### src/rtl/wb_pkg.sv
// rtl/wb_pkg.sv - shared constants and FSM encoding for the write-back stage
package wb_pkg;

  localparam logic [1:0] ALU_OUT = 2'd0;
  localparam logic [1:0] IMM_DAT = 2'd1;
  localparam logic [1:0] MEM_DAT = 2'd2;
  localparam logic [1:0] PC_NEXT = 2'd3;

  localparam logic [2:0] F3_LB  = 3'b000;
  localparam logic [2:0] F3_LH  = 3'b001;
  localparam logic [2:0] F3_LW  = 3'b010;
  localparam logic [2:0] F3_LBU = 3'b100;
  localparam logic [2:0] F3_LHU = 3'b101;

  typedef enum logic {
    ST_IDLE     = 1'b0,
    ST_WAIT_MEM = 1'b1
  } wb_state_e;

endpackage

### src/rtl/load_align.sv
// rtl/load_align.sv - selects and sign/zero-extends the addressed byte or halfword of a load word
module load_align
  import wb_pkg::*;
(
  input  logic [2:0]  funct3,
  input  logic [1:0]  offset,
  input  logic [31:0] raw,
  output logic [31:0] data
);

  logic [7:0]  byte_sel;
  logic [15:0] half_sel;

  always_comb begin
    case (offset)
      2'd0:    byte_sel = raw[7:0];
      2'd1:    byte_sel = raw[15:8];
      2'd2:    byte_sel = raw[23:16];
      default: byte_sel = raw[31:24];
    endcase
    // offset[0] is ignored for halfwords: misaligned halves trap before reaching here
    half_sel = offset[1] ? raw[31:16] : raw[15:0];

    case (funct3)
      F3_LB:   data = {{24{byte_sel[7]}}, byte_sel};
      F3_LBU:  data = {24'd0, byte_sel};
      F3_LH:   data = {{16{half_sel[15]}}, half_sel};
      F3_LHU:  data = {16'd0, half_sel};
      F3_LW:   data = raw;
      default: data = raw;
    endcase
  end

endmodule

### src/rtl/write_back_unit.sv
// rtl/write_back_unit.sv - handshaked write-back stage: result select, load wait/align, RF write, instret
module write_back_unit
  import wb_pkg::*;
#(
  parameter int          REG_AW  = 5,
  parameter int          CNT_W   = 32,
  parameter int unsigned TIMEOUT = 15
) (
  input  logic              clk,
  input  logic              rst_n,
  input  logic              in_valid,
  output logic              in_ready,
  input  logic [1:0]        wb_sel,
  input  logic [31:0]       alu_result,
  input  logic [31:0]       immediate,
  input  logic [31:0]       pc_next,
  input  logic [2:0]        ld_funct3,
  input  logic [1:0]        ld_off,
  input  logic [REG_AW-1:0] rd_in,
  input  logic              reg_we_in,
  input  logic              mem_rsp_valid,
  input  logic [31:0]       mem_rsp_data,
  input  logic              flush,
  output logic              rf_we,
  output logic [REG_AW-1:0] rf_waddr,
  output logic [31:0]       rf_wdata,
  output logic              pend_valid,
  output logic [REG_AW-1:0] pend_rd,
  output logic              ld_err,
  output logic [CNT_W-1:0]  instret
);

  localparam int TW = (TIMEOUT < 2) ? 1 : $clog2(TIMEOUT + 1);

  wb_state_e         state, state_nxt;
  logic [REG_AW-1:0] rd_q;
  logic              we_q;
  logic [2:0]        f3_q;
  logic [1:0]        off_q;
  logic [TW-1:0]     tmo_cnt;
  logic [31:0]       aligned;
  logic [31:0]       sel_value;
  logic              tmo_hit;
  logic              load_go, tmo_inc, commit, commit_we, err_nxt;
  logic [REG_AW-1:0] commit_rd;
  logic [31:0]       commit_data;

  load_align u_align (
    .funct3 (f3_q),
    .offset (off_q),
    .raw    (mem_rsp_data),
    .data   (aligned)
  );

  always_comb begin
    case (wb_sel)
      IMM_DAT: sel_value = immediate;
      PC_NEXT: sel_value = pc_next;
      default: sel_value = alu_result;
    endcase
  end

  // This cycle is the TIMEOUT-th one spent waiting without a response
  assign tmo_hit = (TIMEOUT != 0) && ((32'(tmo_cnt) + 32'd1) == 32'(TIMEOUT));

  always_ff @(posedge clk or negedge rst_n) begin
    if (!rst_n) state <= ST_IDLE;
    else        state <= state_nxt;
  end

  always_comb begin
    state_nxt   = state;
    in_ready    = (state == ST_IDLE) && !flush;
    load_go     = 1'b0;
    tmo_inc     = 1'b0;
    commit      = 1'b0;
    commit_we   = 1'b0;
    commit_rd   = rd_q;
    commit_data = aligned;
    err_nxt     = 1'b0;
    case (state)
      ST_IDLE: begin
        if (in_valid && in_ready) begin
          if (wb_sel == MEM_DAT) begin
            load_go   = 1'b1;
            state_nxt = ST_WAIT_MEM;
          end else begin
            commit      = 1'b1;
            commit_we   = reg_we_in && (rd_in != '0);
            commit_rd   = rd_in;
            commit_data = sel_value;
          end
        end
      end
      ST_WAIT_MEM: begin
        if (flush) begin
          state_nxt = ST_IDLE;
        end else if (mem_rsp_valid) begin
          commit    = 1'b1;
          commit_we = we_q;
          state_nxt = ST_IDLE;
        end else if (tmo_hit) begin
          err_nxt   = 1'b1;
          state_nxt = ST_IDLE;
        end else begin
          tmo_inc = 1'b1;
        end
      end
      default: state_nxt = ST_IDLE;
    endcase
  end

  always_ff @(posedge clk or negedge rst_n) begin
    if (!rst_n) begin
      rd_q     <= '0;
      we_q     <= 1'b0;
      f3_q     <= 3'd0;
      off_q    <= 2'd0;
      tmo_cnt  <= '0;
      rf_we    <= 1'b0;
      rf_waddr <= '0;
      rf_wdata <= 32'd0;
      ld_err   <= 1'b0;
      instret  <= '0;
    end else begin
      rf_we  <= commit_we;
      ld_err <= err_nxt;
      if (load_go) begin
        rd_q    <= rd_in;
        we_q    <= reg_we_in && (rd_in != '0);
        f3_q    <= ld_funct3;
        off_q   <= ld_off;
        tmo_cnt <= '0;
      end else if (tmo_inc) begin
        tmo_cnt <= tmo_cnt + 1'b1;
      end
      if (commit_we) begin
        rf_waddr <= commit_rd;
        rf_wdata <= commit_data;
      end
      if (commit) instret <= instret + 1'b1;
    end
  end

  assign pend_valid = (state == ST_WAIT_MEM) && we_q;
  assign pend_rd    = pend_valid ? rd_q : '0;

endmodule
### config.mk
export PLATFORM = sky130hd
export DESIGN_NAME = write_back_unit
export DESIGN_NICKNAME = d
export VERILOG_FILES = /design/src/rtl/wb_pkg.sv /design/src/rtl/load_align.sv /design/src/rtl/write_back_unit.sv
export SDC_FILE = /design/constraint.sdc
export NUM_CORES = 1
export LEC_CHECK = 0
export BUFFER_PORTS_ARGS = -buffer_cell sky130_fd_sc_hd__buf_2
export CORE_AREA = 2 2 170 105
export DETAILED_ROUTE_END_ITERATION = 7
export DIE_AREA = 0 0 172 107
export PLACE_DENSITY = 0.57
export SLEW_MARGIN = 15
export SYNTH_ARGS = -nofsm -noshare
export SYNTH_HDL_FRONTEND = slang
export SYNTH_SLANG_ARGS = --single-unit
### constraint.sdc
create_clock -name clk -period 2.12 [get_ports clk]
set_input_delay 0.424 -clock clk [delete_from_list [all_inputs] [get_ports clk]]
set_output_delay 0.424 -clock clk [all_outputs]
set_load 0.01 [all_outputs]
==> results of run 1 <==
-- area by class of cell --
| cell class | count | area, µm² |
|---|---|---|
| diodes | 1 | 2.502 |
| clock buffers | 10 | 239.0 |
| clock inverters | 4 | 47.55 |
| fillers | 1775 | 9767 |
| inverters | 14 | 52.55 |
| multi-input cells | 442 | 2917 |
| flip-flops and latches | 87 | 2177 |
| well taps | 234 | 292.8 |
| repair buffers | 246 | 1356 |
-- through the flow --
stage / area [µm²] / total power, mW / cells / utilization, % / worst slack, ns
after detailed placement: 6778 / 4.149 / 1022 / 40.22 / -0.01687
after global routing: 7082 / 6.057 / 1037 / 42.03 / 0.03170
after floorplan: 5324 / 3.303 / 586 / - / 0.1986
after CTS: 7074 / 5.748 / 1037 / 41.98 / 0.1489
final: 7084 / 5.684 / 1038 / 42.04 / 0.1750
after global placement: 6778 / 4.129 / 1022 / 40.22 / 0.05648
-- cell families (layout without fill, tap and decap cells) --
logic type,Yosys count,count (layout),synth area share (%)
adder cells (fa/ha/maj),3,3,0.7051
AND/OR/NAND/NOR,206,206,18.05
other,0,1,0
flip-flops,87,87,40.89
multiplexers,59,59,13.07
XOR/XNOR,33,33,5.429
buffers and inverters,57,274,4.841
AO/OA/AOI/OAI,141,141,17.02
-- synth_stat cells (3+ instances only) --
master / instances
nand2_1: 94
dfrtp_1: 87
o21ai_0: 54
mux2i_1: 38
nor2_1: 31
clkbuf_1: 26
a21oi_1: 24
xnor2_1: 21
a22o_1: 17
nand3_1: 15
inv_1: 14
mux2_2: 14
nor3_1: 14
and3_1: 13
nor2b_1: 13
xor2_1: 12
buf_2: 11
a221oi_1: 8
nand4_1: 8
o22ai_1: 8
a2111oi_0: 7
mux4_2: 7
o21ai_1: 6
and4_1: 4
buf_6: 4
o31ai_1: 4
o31ai_2: 4
and2_1: 3
ha_1: 3
nand2b_1: 3
-- flip-flops by register name (all words and copies together) (netlist names) --
register  cells
state         1
f3_q          3
tmo_cnt       4
ld_err        1
we_q          1
instret      32
rd_q          5
rf_we         1
rf_waddr      5
rf_wdata     32
off_q         2
-- critical path: stages (launching register included) --
cell       delay (ns)
dfrtp_1          0.42
buf_4            0.21
nand2b_1         0.27
o22ai_1          0.14
a2111oi_1        0.58
a21oi_1          0.08
o21ai_0          0.15
-- per-layer routing --
| metal | vias up | global-route usage (%) | share of wire (%) |
|---|---|---|---|
| met4 | 2 | 4.082 | 0.91 |
| met5 | - | 0 | 0.050 |
| met3 | 15 | 5.020 | 8.4 |
| met2 | 197 | 27.45 | 41 |
| li1 | 2518 | - | - |
| met1 | 2356 | 29.27 | 50 |
-- how the worst max path moves through the flow --
| stage | to | slack, ns | cells past startpoint |
|---|---|---|---|
| 6_report | rf_wdata[4] | 0.17 | 6 |
| 4_1_cts | rf_wdata[4] | 0.15 | 6 |
| 3_5_place_dp | rf_wdata[1] | -0.02 | 7 |
| 5_1_grt | rf_wdata[4] | 0.03 | 6 |
| 3_3_place_gp | rf_wdata[15] | 0.06 | 6 |
| 2_1_floorplan | rf_wdata[11] | 0.20 | 7 |
-- what timing repair did --
item,CTS,global route
hold buffers,1,0
gates resized for setup,0,3
setup endpoints to repair,0,3
hold endpoints to repair,14,0
-- power by group --
part	total, mW	switching [mW]	internal, mW	leakage [nW]
Combinational	1.85	0.992	0.860	2.32
Sequential	2.26	0.276	1.99	1.13
Clock	1.57	0.643	0.928	0.140
==> out/metrics.yaml, run 1 <==
outcome: "complete, no violations"
cts_root_buf: "clkbuf_16"
finClkSkew_ns: 0.007899
synth-edff-count: 0
grt_pass1_wl_um: 26990
io_buffers: 223
finalHoldViolCount: 0
finalWirelength_um: 17850
min-delay-start: "ld_funct3[2]"
cts_tree: "done"
drtAntennaViolNets: 0
ioPinCount: 224
cts_buffers: 9
hold_depth: 2
synth_area_leader_cell: "dfrtp_1"
ys_seq_area_share_pct: 40.89
fin_nets: 949
drt_iter0_markers: 336
power.density_nw_per_um2: 802.4
synth_top_area_share_pct: 40.89
drive_gt1_share_pct: 36.11
rrSetupSlack_ns: 0.17
yosys.cell_types.count: 47
drv_cap: 0
path_class: "reg2reg"
ys_seq_elements: 87
synth.avg_cell_area_um2: 9.085
final_common_cell: "buf_2"
yosysWarningCount: 0
die_w_um: 172
grt_pass1_vias: 4726
avgRoutedWirePerCell_um: 17.19
clock_latency_ns: 0.34
fmax_ghz: 0.5141
peakVddDrop_mv: 0.3416
hp-class: "in2reg"
async_reset_ff_share_pct: 100.0
layout_common_cells: "buf_2 (222), nand2_1 (94), dfrtp_1 (87)"
startpoint_type: "register"
layout_min_cycle_time_ns: 1.945
dieArea_um2: 18400
setup_viol: 0
r2r-end: "rf_wdata[4]"
rr_worst_depth: 6
drt_pre_antenna_iters: 4
synth_cells: 586
coreArea_um2: 16850
dpl.hpwl_um: 14130
path_max_fanout: 17
antenna_found_initial: 2
cp.arrival_ns: 2.21
clk_path_buf_depth: 2
postCtsSetupRepairBufs: 0
synth_area_leaders: "dfrtp_1 (41%), mux2i_1 (7.1%), nand2_1 (6.6%)"
cts.clk_slew.worst_paths_ns: 0.06
relSlewSlack_pct: 61.43
cts_num_sinks: 87
grt_max_degree: 65
cts_max_level: 3
grt_setup_unrepaired: "no"
gr-usage-all-layers_pct: 19.36
cp-startpoint: "off_q[1]"
timing.rr.start: "off_q[1]"
globalRouteOverflowTotal: 0
vias_per_cell: 4.902
synth_flop_cell: "dfrtp_1"
report.final.slew_viol_count: 0
gp_congestion: 0.9210
synth_fp_nets: 735
start_util_pct: 31.59
endpoint_kind: "register"
die_height_um: 107
fin_crit_sh_pct: 91.75
rows: 37
cp_data_required_time_ns: 2.38
syn_to_final_growth_pct: 33.07
synth.cell_area_um2: 5324
min_to: "f3_q[2]"
vias: 5088
worst_pin_slew_ns: 0.5785
p_leak_nw: 3.584
tns_ns: 0
worst_hold_slack_ns: 0.3118
route.detailed.drc: 0
Note: power is estimated with default switching activity, not from simulation.
==> inputs of run 2 (changes only) <==
==> constraint.sdc (replaced) <==
create_clock -name clk -period 2.12 [get_ports clk]
set_input_delay 0.106 -clock clk [delete_from_list [all_inputs] [get_ports clk]]
set_output_delay 0.106 -clock clk [all_outputs]
set_load 0.01 [all_outputs]
==> out/metrics.yaml, run 2 (same netlist as run 1, synthesis figures left out) <==
outcome: "complete, no violations"
ioPinCount: 224
drt_pre_antenna_iters: 5
drv_cap: 0
fillers: 1753
cts.clk_slew.worst_paths_ns: 0.07
cp_data_required_time_ns: 2.36
route.detailed.drc: 0
path_max_fanout: 31
p_leak_nw: 3.596
final_common_cell: "buf_2"
grt_pass1_vias: 4808
avgRoutedWirePerCell_um: 17.23
layout_setup_ws_ns: 0.1896
worst_pin_slew_ns: 0.6019
finalWirelength_um: 17940
grt_max_degree: 65
total_power_mw: 5.797
die_height_um: 107
drtAntennaViolNets: 0
cp_cell_sequence: "or3b_1 > or2_1 > a2bb2oi_4 > buf_12 > o31ai_1"
post-place-ws_ns: 0.1166
gr-usage-all-layers_pct: 19.54
dieArea_um2: 18400
report.final.slew_viol_count: 0
hp-class: "in2reg"
clk_path_buf_depth: 2
finalHoldViolCount: 0
path_class: "reg2reg"
startpoint_type: "register"
endpoint_kind: "register"
cts_num_sinks: 87
place_area_um2: 6758
fmax_ghz: 0.5180
globalRouteOverflowTotal: 0
layout_min_cycle_time_ns: 1.930
syn_to_final_growth_pct: 33.58
layout_common_cells: "buf_2 (222), nand2_1 (94), dfrtp_1 (87)"
finClkSkew_ns: 0.006108
rows: 37
post-route-util_pct: 42.20
regArea_um2: 2177
die_w_um: 172
cpPeakStageDelay_ns: 0.41
coreArea_um2: 16850
multiInputGateArea_um2: 2914
vias_per_cell: 4.930
drive_gt1_share_pct: 36.10
cts_max_level: 3
clock_latency_ns: 0.34
top_regs: "instret: 32 flops, rf_wdata: 32 flops"
worst_path_max_delay_cell: "dfrtp_1"
io_buffers: 223
cp.arrival_ns: 2.17
antenna_found_initial: 2
power.density_nw_per_um2: 815.2
worst_hold_slack_ns: 0.01482
cts_root_buf: "clkbuf_16"
fin_crit_sh_pct: 91.06
tns_ns: 0
fin_area_um2: 7112
fin_nets: 950
start_util_pct: 31.59
relSlewSlack_pct: 59.87
setup_viol: 0
placed_cells: 1021
cts_buffers: 9
grt_pass1_wl_um: 27370
vias: 5132
final_cell_count_no_fill: 1041
cts_tree: "done"
dpl.hpwl_um: 14150
gp_congestion: 0.8809
grt_setup_unrepaired: "no"
drt_iter0_markers: 385
peakVddDrop_mv: 0.3903
run 2: per-layer routing:
metal	up-vias	share of wire (%)	GRT usage, %
met5	-	0.050	0
met4	2	1.0	3.721
met1	2379	50	30.08
met3	15	8.6	5.242
met2	212	41	27.08
li1	2524	-	-
run 2: layout make-up:
cell class	instances	share of cell area, %
sequential	87	30.61
antenna	1	0.03519
clock inverter	5	0.8973
clock buffer	11	3.554
timing repair buffer	247	19.07
multi-input combinational	442	40.97
tap	234	4.117
inverter	14	0.7389
run 2: worst paths after layout:
check | slack, ns | depth (start not counted) | end | from
worst max-delay path | 0.19 | 5 | rf_wdata[8] | state
worst min-delay path | 0.01 | 2 | off_q[0] | ld_off[0]
worst max register to register | 0.19 | 5 | rf_wdata[8] | state
worst min register to register | 0.46 | 1 | instret[31] | instret[31]
max in group asynchronous | 1.26 | 3 | rf_wdata[13] | rst_n
min in group asynchronous | 0.20 | 2 | instret[20] | rst_n
run 2: what timing repair did:
action / CTS / global route
hold buffers: 3 / 0
hold endpoints to repair: 22 / 0
buffers inserted: 0 / 0
resized for setup: 0 / 2
endpoints found under the setup margin: 0 / 6
run 2: worst max-delay path: cells and delay by family (launching register included):
kind                   cells  cell delay, ns
AND/OR/NAND/NOR            2            0.74
AO/OA/AOI/OAI              2            0.48
flip-flops                 1            0.41
buffers and inverters      1            0.18
run 2: where the power goes:
| part | leakage [nW] | internal (mW) | switching [mW] |
|---|---|---|---|
| combinational | 2.32 | 0.862 | 1.01 |
| sequential | 1.13 | 1.98 | 0.260 |
| clock | 0.153 | 0.989 | 0.694 |
==> inputs of run 3 (changes only) <==
SETUP_SLACK_MARGIN = 0.3   (was default)
==> out/metrics.yaml, run 3 (same netlist as run 1, synthesis figures left out) <==
antennaDiodeCount: 0
grt_max_degree: 88
vias_per_cell: 5.017
drtAntennaViolNets: 0
grt_pass1_wl_um: 26270
rows: 37
path_delay_family: "compound AO/OA/AOI/OAI gates"
worst_pin_slew_ns: 0.5787
clock_latency_ns: 0.34
route.detailed.drc: 0
antenna_found_initial: 2
cts_buffers: 9
syn_to_final_growth_pct: 41.29
die_w_um: 172
drt_iter0_markers: 383
total_power_mw: 6.093
ioPinCount: 224
cpPeakStageDelay_ns: 0.43
placed_cells: 1020
cts_tree: "done"
fillers: 1723
fmax_ghz: 0.5395
power.density_nw_per_um2: 810.0
p_leak_nw: 3.736
cts_root_buf: "clkbuf_16"
report.final.slew_viol_count: 0
io_buffers: 223
layout_min_cycle_time_ns: 1.853
hp-class: "in2reg"
gp_congestion: 0.8612
top_regs: "instret: 32 flops, rf_wdata: 32 flops"
multiInputGateArea_um2: 3149
cts.clk_slew.worst_paths_ns: 0.07
rr_worst_depth: 6
grt_setup_unrepaired: "yes"
cp.arrival_ns: 2.07
wl_met2_um: 7966
start_util_pct: 31.59
finClkSkew_ns: 0.01104
drt_pre_antenna_iters: 6
final_common_cell: "buf_2"
dpl.hpwl_um: 13990
cp_data_required_time_ns: 2.34
path_max_fanout: 8
routed-wl-met3_um: 1440
cp_num_buf_inv: 1
coreArea_um2: 16850
fin_crit_sh_pct: 87.43
finalWirelength_um: 18950
dieArea_um2: 18400
grt_pass1_vias: 4651
route.top_layer_used: "met5"
tns_ns: 0
clk_path_buf_depth: 2
avgRoutedWirePerCell_um: 17.96
endpoint_kind: "register"
path_class: "reg2reg"
cp_num_cells: 6
fin_nets: 965
peakVddDrop_mv: 0.4117
setup_viol: 0
cts_num_sinks: 87
gr-usage-all-layers_pct: 18.92
wl_met1_um: 9422
hold_depth: 2
cts_max_level: 3
finalHoldViolCount: 0
final_cell_count_no_fill: 1055
regArea_um2: 2180
relSlewSlack_pct: 61.42
cp_cell_sequence: "mux2_2 > a222oi_1 > buf_4 > o21a_4 > a22o_1 > o21ai_0"
vias: 5293
worst_path_max_delay_cell: "dfrtp_1"
drive_gt1_share_pct: 41.17
globalRouteOverflowTotal: 0
outcome: "complete, no violations"
drv_cap: 0
layout_common_cells: "buf_2 (222), nand2_1 (91), dfrtp_1 (85)"
die_height_um: 107
startpoint_type: "register"
[run 3: cell types whose count changed in the layout (fill, tap and decap cells not counted), sizes merged]
cell,previous run,this run
clkbuf,11,13
buf,244,252
bufinv,1,2
o21a,2,3
inv,16,15
dlygate4sd3,3,4
a2bb2oi,1,3
clkinvlp,1,2
diode,1,0
[run 3: final timing paths]
kind,startpoint,end,slack (ns)
worst max register to register,off_q[0],rf_wdata[30],0.27
min in group asynchronous,rst_n,instret[30],0.34
worst max-delay path,off_q[0],rf_wdata[30],0.27
worst min-delay path,ld_funct3[1],f3_q[1],0.007
worst min register to register,rf_wdata[5],rf_wdata[5],0.48
max in group asynchronous,rst_n,f3_q[1],1.37
[run 3: power by group]
part           switching, mW  internal (mW)  leakage (nW)
combinational           1.11          0.972          2.46
sequential             0.271           1.99          1.12
clock                  0.684           1.07         0.155
[run 3: routing by layer]
| metal | vias to the layer above | track usage, % |
|---|---|---|
| li1 | 2574 | - |
| met1 | 2496 | 29.12 |
| met2 | 208 | 26.65 |
| met3 | 11 | 5.057 |
| met4 | 4 | 2.881 |
| met5 | - | 0 |
[run 3: cell type report]
class | count | area share [%]
Tap cell | 234 | 3.892
Multi-Input combinational cell | 445 | 41.87
Clock inverter | 6 | 1.231
Inverter | 14 | 0.6986
Timing Repair Buffer | 259 | 20.16
Clock buffer | 10 | 3.177
Sequential cell | 87 | 28.98
[run 3: stage by stage]
| step | hold slack (ns) | instance area, µm² | util (%) | setup WS (ns) |
|---|---|---|---|---|
| 3_5_place_dp | 0.1881 | 6750 | 40.06 | 0.1768 |
| 3_3_place_gp | 0.1925 | 6750 | 40.06 | 0.2563 |
| 4_1_cts | 0.0001938 | 7138 | 42.36 | 0.3059 |
| 5_1_grt | 0.01499 | 7522 | 44.64 | 0.1979 |
| 6_report | 0.006565 | 7522 | 44.64 | 0.2666 |
| 2_1_floorplan | -0.1896 | 5326 | - | 0.3133 |
[run 3: what timing repair did]
item | 4_1_cts | 5_1_grt
pin swaps | 0 | 9
hold buffers | 4 | 0
gates resized for setup | 5 | 49
gates cloned | 0 | 9
hold endpoints to repair | 90 | 0
setup buffers | 0 | 6
setup endpoints to repair | 30 | 51
[run 3: worst reg2reg max path, delay by kind of cell (launching register included)]
kind	cells	cell delay (ns)
AO/OA/AOI/OAI	4	0.71
multiplexers	1	0.39
flip-flops	1	0.43
buffers and inverters	1	0.20
